### config.mk
export PLATFORM = sky130hd
export DESIGN_NAME = stack_unit_flat
export DESIGN_NICKNAME = d
export VERILOG_FILES = /design/src/rtl/stack_pkg.sv /design/src/rtl/stack_unit_if.sv /design/src/rtl/stack_mem.sv /design/src/rtl/stack_unit.sv /design/src/flat_wrapper.sv
export SDC_FILE = /design/constraint.sdc
export NUM_CORES = 1
export LEC_CHECK = 0
export CAP_MARGIN = 20
export CORE_AREA = 5 5 248 250
export CTS_CLUSTER_SIZE = 10
export DETAILED_ROUTE_END_ITERATION = 8
export DIE_AREA = 0 0 253 255
export PLACE_DENSITY_LB_ADDON = 0.3
export SLEW_MARGIN = 20
export SYNTH_ARGS = -nofsm -noshare
export SYNTH_HDL_FRONTEND = slang
export SYNTH_SLANG_ARGS = --single-unit
### constraint.sdc
create_clock -name clk -period 5 [get_ports clk]
set_input_delay 1.25 -clock clk [delete_from_list [all_inputs] [get_ports clk]]
set_output_delay 1.25 -clock clk [all_outputs]
set_load 0.01 [all_outputs]
### src/rtl/stack_pkg.sv
// Shared types and constants for the hardware LIFO stack and its instruction decoder.
package stack_pkg;

    typedef enum logic [1:0] {
        S_EMPTY  = 2'd0,
        S_ACTIVE = 2'd1,
        S_FULL   = 2'd2
    } stack_state_t;

    // Instruction prefix the write-back mux uses to select stack data.
    localparam logic [6:0] STACK_OPCODE = 7'b1111110;

endpackage

### src/rtl/stack_unit_if.sv
// Command/status bundle between the stack unit and its controller.
interface stack_unit_if #(
    parameter int D_WIDTH = 34,
    parameter int A_WIDTH = 4
);
    logic               push_i;
    logic               pop_i;
    logic               clear_i;
    logic [D_WIDTH-1:0] push_data_i;
    logic [D_WIDTH-1:0] stack_data_o;
    logic [A_WIDTH:0]   count_o;
    logic               empty_o;
    logic               full_o;
    logic               overflow_o;
    logic               underflow_o;

    modport master (
        output push_i, pop_i, clear_i, push_data_i,
        input  stack_data_o, count_o, empty_o, full_o, overflow_o, underflow_o
    );

    modport slave (
        input  push_i, pop_i, clear_i, push_data_i,
        output stack_data_o, count_o, empty_o, full_o, overflow_o, underflow_o
    );
endinterface

### src/rtl/stack_mem.sv
// DEPTH x D_WIDTH register array: one synchronous write port, one combinational read port.
module stack_mem #(
    parameter int D_WIDTH = 34,
    parameter int DEPTH   = 16,
    parameter int A_WIDTH = 4
) (
    input  logic               clk,
    input  logic               we_i,
    input  logic [A_WIDTH-1:0] waddr_i,
    input  logic [D_WIDTH-1:0] wdata_i,
    input  logic [A_WIDTH-1:0] raddr_i,
    output logic [D_WIDTH-1:0] rdata_o
);
    logic [D_WIDTH-1:0] mem_q [DEPTH];

    always_ff @(posedge clk) begin
        if (we_i) mem_q[waddr_i] <= wdata_i;
    end

    assign rdata_o = mem_q[raddr_i];
endmodule

### src/rtl/stack_unit.sv
// LIFO stack with registered top-of-stack, occupancy FSM and sticky overflow/underflow flags.
module stack_unit
    import stack_pkg::*;
#(
    parameter int D_WIDTH = 34,
    parameter int DEPTH   = 16,
    parameter int A_WIDTH = 4
) (
    input  logic         clk,
    input  logic         rst,
    stack_unit_if.slave  bus
);
    localparam logic [A_WIDTH:0]   CNT_ONE  = (A_WIDTH+1)'(1);
    localparam logic [A_WIDTH:0]   CNT_LAST = (A_WIDTH+1)'(DEPTH-1);
    localparam logic [A_WIDTH-1:0] IDX_ONE  = A_WIDTH'(1);
    localparam logic [A_WIDTH-1:0] IDX_TWO  = A_WIDTH'(2);

    stack_state_t       state_q, state_d;
    logic [A_WIDTH:0]   count_q, count_d;
    logic [D_WIDTH-1:0] tos_q, tos_d;
    logic               ovf_q, ovf_d;
    logic               unf_q, unf_d;

    logic               mem_we;
    logic [A_WIDTH-1:0] mem_waddr;
    logic [A_WIDTH-1:0] mem_raddr;
    logic [D_WIDTH-1:0] mem_rdata;

    stack_mem #(
        .D_WIDTH (D_WIDTH),
        .DEPTH   (DEPTH),
        .A_WIDTH (A_WIDTH)
    ) u_mem (
        .clk     (clk),
        .we_i    (mem_we),
        .waddr_i (mem_waddr),
        .wdata_i (bus.push_data_i),
        .raddr_i (mem_raddr),
        .rdata_o (mem_rdata)
    );

    // Entry just below the current top; low bits wrap harmlessly when count == DEPTH.
    assign mem_raddr = count_q[A_WIDTH-1:0] - IDX_TWO;

    always_comb begin
        state_d   = state_q;
        count_d   = count_q;
        tos_d     = tos_q;
        ovf_d     = ovf_q;
        unf_d     = unf_q;
        mem_we    = 1'b0;
        mem_waddr = count_q[A_WIDTH-1:0];

        if (bus.clear_i) begin
            state_d = S_EMPTY;
            count_d = '0;
            tos_d   = '0;
            ovf_d   = 1'b0;
            unf_d   = 1'b0;
        end else if (bus.push_i && bus.pop_i && state_q != S_EMPTY) begin
            // Replace top in place: occupancy and state are unchanged.
            mem_we    = 1'b1;
            mem_waddr = count_q[A_WIDTH-1:0] - IDX_ONE;
            tos_d     = bus.push_data_i;
        end else if (bus.push_i) begin
            if (state_q == S_FULL) begin
                ovf_d = 1'b1;
            end else begin
                mem_we  = 1'b1;
                tos_d   = bus.push_data_i;
                count_d = count_q + CNT_ONE;
                state_d = (count_q == CNT_LAST) ? S_FULL : S_ACTIVE;
            end
        end else if (bus.pop_i) begin
            if (state_q == S_EMPTY) begin
                unf_d = 1'b1;
            end else if (count_q == CNT_ONE) begin
                count_d = '0;
                tos_d   = '0;
                state_d = S_EMPTY;
            end else begin
                count_d = count_q - CNT_ONE;
                tos_d   = mem_rdata;
                state_d = S_ACTIVE;
            end
        end
    end

    always_ff @(posedge clk or posedge rst) begin
        if (rst) begin
            state_q <= S_EMPTY;
            count_q <= '0;
            tos_q   <= '0;
            ovf_q   <= 1'b0;
            unf_q   <= 1'b0;
        end else begin
            state_q <= state_d;
            count_q <= count_d;
            tos_q   <= tos_d;
            ovf_q   <= ovf_d;
            unf_q   <= unf_d;
        end
    end

    assign bus.stack_data_o = tos_q;
    assign bus.count_o      = count_q;
    assign bus.empty_o      = (state_q == S_EMPTY);
    assign bus.full_o       = (state_q == S_FULL);
    assign bus.overflow_o   = ovf_q;
    assign bus.underflow_o  = unf_q;
endmodule
### src/flat_wrapper.sv
// flat-port wrapper written by rule: the top's interface ports become plain ports
module stack_unit_flat import stack_pkg::*;
#(
    parameter int D_WIDTH = 34,
    parameter int DEPTH   = 16,
    parameter int A_WIDTH = 4
)
  (clk, rst, bus_push_i, bus_pop_i, bus_clear_i, bus_push_data_i, bus_stack_data_o, bus_count_o, bus_empty_o, bus_full_o, bus_overflow_o, bus_underflow_o);
  stack_unit_if #(.D_WIDTH(D_WIDTH), .A_WIDTH(A_WIDTH)) bus_i ();
  input  logic clk;
  input  logic rst;
  input wire logic [$bits(bus_i.push_i)-1:0] bus_push_i;
  input wire logic [$bits(bus_i.pop_i)-1:0] bus_pop_i;
  input wire logic [$bits(bus_i.clear_i)-1:0] bus_clear_i;
  input wire logic [$bits(bus_i.push_data_i)-1:0] bus_push_data_i;
  output wire logic [$bits(bus_i.stack_data_o)-1:0] bus_stack_data_o;
  output wire logic [$bits(bus_i.count_o)-1:0] bus_count_o;
  output wire logic [$bits(bus_i.empty_o)-1:0] bus_empty_o;
  output wire logic [$bits(bus_i.full_o)-1:0] bus_full_o;
  output wire logic [$bits(bus_i.overflow_o)-1:0] bus_overflow_o;
  output wire logic [$bits(bus_i.underflow_o)-1:0] bus_underflow_o;
  assign bus_i.push_i = bus_push_i;
  assign bus_i.pop_i = bus_pop_i;
  assign bus_i.clear_i = bus_clear_i;
  assign bus_i.push_data_i = bus_push_data_i;
  assign bus_stack_data_o = bus_i.stack_data_o;
  assign bus_count_o = bus_i.count_o;
  assign bus_empty_o = bus_i.empty_o;
  assign bus_full_o = bus_i.full_o;
  assign bus_overflow_o = bus_i.overflow_o;
  assign bus_underflow_o = bus_i.underflow_o;
  stack_unit #(.D_WIDTH(D_WIDTH), .DEPTH(DEPTH), .A_WIDTH(A_WIDTH)) u_core (.clk(clk), .rst(rst), .bus(bus_i));
endmodule
==> run metrics <==
outcome=finished, final reports clean; non-filler cells, final=between 2k and 2.5k; Worst EP required=about 5300 ps; Critical Path Max Stage Delay=830 ps; largest net degree at the start of global routing=48; # H-tree levels=3; vias in the first global route=roughly 13k; Vias=approximately 12k; Leakage=~8.7 nW; crit end category=flip-flop; final setup TNS=0 ps; Cell variety after synth=50; simple-gate portion of the synthesized area=~2.9%; row cnt=slightly below 90; worst setup path category=flip-flop to flip-flop; via/cell ratio=~5.6; clock buffer depth=3; number of synthesized register bits=just under 600; Routed Antenna Nets=0; CTS tree=done; gr usage total=17.3%; main combinational cell family by area after synthesis=multiplexers; Die Span X=between 200 and 300 µm; HP Class=flip-flop to flip-flop; endpoints failing hold=0; Post-Synthesis Cell Area=roughly 0.023 mm²; Clk Latency, worst-skew pair=600 ps; max_cap viols=0; relative slew slack=between 30 and 40%; Die H=between 200 and 300 µm; crit path max-delay cell type=dfrtp_4; GRT Residual Overflow=0; endpoints failing setup=0; IO Pins=82; Layout area overhead=17.8%; Mapped Cells=~1.3k; startpoint types=flip-flop; Post-DP Area=~0.025 mm²; share of cells above drive strength 1=about 18%; First-pass DRT Iterations=5; antenna violations before repair=0; final instance area=0.0275 mm²; register area share after synthesis=about three quarters; Fin Clk Skew=around 25 ps; Final Critical Period=3920 ps; Worst-path clk slew=about 50 ps; synth warn=0; I/O Buffers=slightly above 80; commonest non-fill, non-tap cell in the layout=edfxtp_1; global-route wire length before repair=around 83000 µm; XOR/XNOR share of the synthesized area=less than 1%; Post-synth top flop=edfxtp_1; fmax=roughly 260 MHz; fraction of the mapped netlist area in adder cells=0.375%; compound-cell area share of the yosys netlist=between 5 and 6%; wirelength, routed=55900 µm; root buffer cell=clkbuf_16; Yosys top cell by area=edfxtp_1; Detailed Place HPWL=approximately 32000 µm; die area=roughly 0.065 mm²; hold-fix buffers at CTS=0; Initial DRC Count=about 1.1k; total CTS buffers=69; multiplexer share of the synthesized area=between 10% and 20%; RSZ-0062 raised after global routing=false; async set-or-reset flop fraction in the synthesized netlist=under 10%; final period utilization=roughly 78%; Worst Path Buf+Inv=2; area share of the largest cell type after synthesis=between 60% and 70%; Setup Fix Bufs, Post-CTS=0; worst-path fanout max=33; Area contributors post-synth=edfxtp_1 (70%), mux4_2 (6.6%), mux2i_1 (5.9%); Top delay family on crit path=compound AO/OA/AOI/OAI gates; ANT cells=0; clk sinks=between 500 and 600; net count reported at finish=between 1k and 1.5k; core footprint=between 0.05 and 0.06 mm²; DR WL/cell=about 25 µm; Slew @ Worst Pin=between 1000 and 1500 ps; power per standard cell area=between 400 and 500 mW/mm²; Syn Area/Cell=approximately 19 µm²; PostCTS Resize Cnt=0; overall power=0.0122 W; Max IR drop VDD=between 0.0002 and 0.00025 V; # placed instances=between 2k and 2.5k; drt drc=0; Placer Congestion=about 0.8; syn_nets=1302; most frequent cells in the layout=edfxtp_1 (544), mux2i_1 (138), clkdlybuf4s50_1 (79); Slew Limit Fails=0; number of synthesized flops with an enable pin=544; crit path cell chain=inv_1 -> ha_1 -> a21boi_1 -> xnor2_1 -> nand3_1 -> a21oi_4 -> buf_12; worst path arrival time=roughly 4200 ps; Starting Density=39.7%
cells in the mapped netlist, types with 2 or more instances:
library cell,instances
edfxtp_1,544
mux2i_1,138
nand2_1,74
a22oi_1,69
mux4_2,68
dfrtp_1,43
nand3_1,38
a41oi_1,34
clkbuf_1,34
mux2_2,34
o21bai_1,34
buf_2,25
a21oi_1,18
nor2_1,9
buf_6,7
ha_1,7
inv_1,6
a211oi_1,5
a32oi_1,5
buf_4,5
o21ai_1,5
o2bb2ai_1,5
buf_1,4
and4_1,3
mux2_1,3
nand2b_1,3
nor2b_1,3
nor3_1,3
xnor2_1,3
and2_1,2
clkbuf_4,2
inv_2,2
nor3b_1,2
nor4_1,2
nor4b_1,2
metrics by stage:
step	setup WS [ps]	hold slack (ps)	util [%]
after global routing	886	521	46.8
after CTS	1120	500	46.7
after floorplan	747	529	-
after global placement	857	493	43.1
after detailed placement	811	488	43.2
final	1080	493	46.8
layer usage:
metal	global-route usage (%)	wire length [µm]	vias up
li1	-	-	5363
met1	24.6	24800	6467
met2	27.5	26600	434
met3	3.36	3560	68
met4	4.94	915	0
met5	0	0	-
registers in the layout, indices dropped and copies added, names as in the netlist:
| signal | cells |
|---|---|
| u_core.bus.count_o | 5 |
| u_core.bus.overflow_o | 1 |
| u_core.bus.stack_data_o | 34 |
| u_core.bus.underflow_o | 1 |
| u_core.state_q | 2 |
| u_core.u_mem.mem_q | 544 |
worst register-to-register path, delay by kind of cell (launching register included):
| family | cells | cell delay, ps |
|---|---|---|
| adder cells (fa/ha/maj) | 1 | 320 |
| AO/OA/AOI/OAI | 2 | 830 |
| AND/OR/NAND/NOR | 1 | 460 |
| buffers and inverters | 2 | 600 |
| flip-flops | 1 | 830 |
| XOR/XNOR | 1 | 540 |
cell families after synthesis:
logic type	count (synthesis)
flops	587
mux	243
compound gates	183
simple gates	147
buf+inv	85
fa+ha+maj	7
xor+xnor	4
report_power, final:
| part | leakage (nW) | total (W) | switching [W] | internal [W] |
|---|---|---|---|---|
| logic | 2.25 | 0.00202 | 0.00114 | 0.000876 |
| registers | 5.47 | 0.00562 | 0.000104 | 0.00552 |
| clock network | 0.985 | 0.00459 | 0.00184 | 0.00274 |
| total | 8.70 | 0.0122 | 0.00309 | 0.00913 |
final timing paths:
kind                                        startpoint                          end  slack (ps)  cells past startpoint
worst max-delay path             u_core.bus.count_o[1]   u_core.u_mem.mem_q[10][21]        1080                      7
worst max register to register   u_core.bus.count_o[1]   u_core.u_mem.mem_q[10][21]        1080                      7
max in group asynchronous                          rst        u_core.bus.count_o[1]        3010                      3
worst min-delay path            u_core.bus.underflow_o       u_core.bus.underflow_o         490                      2
worst min register to register  u_core.bus.underflow_o       u_core.bus.underflow_o         490                      2
min in group asynchronous                          rst  u_core.bus.stack_data_o[13]        1170                      2
final cells by class:
type                            instances  area (µm²)
Inverter                                8        30.0
Multi-Input combinational cell        584        5760
Tap cell                              773         967
Timing Repair Buffer                  124        1270
Clock buffer                          121        1990
Sequential cell                       587       17400
Fill cell                            4882       31300
Clock inverter                          7        81.3
Note: power is estimated with default switching activity, not from simulation.
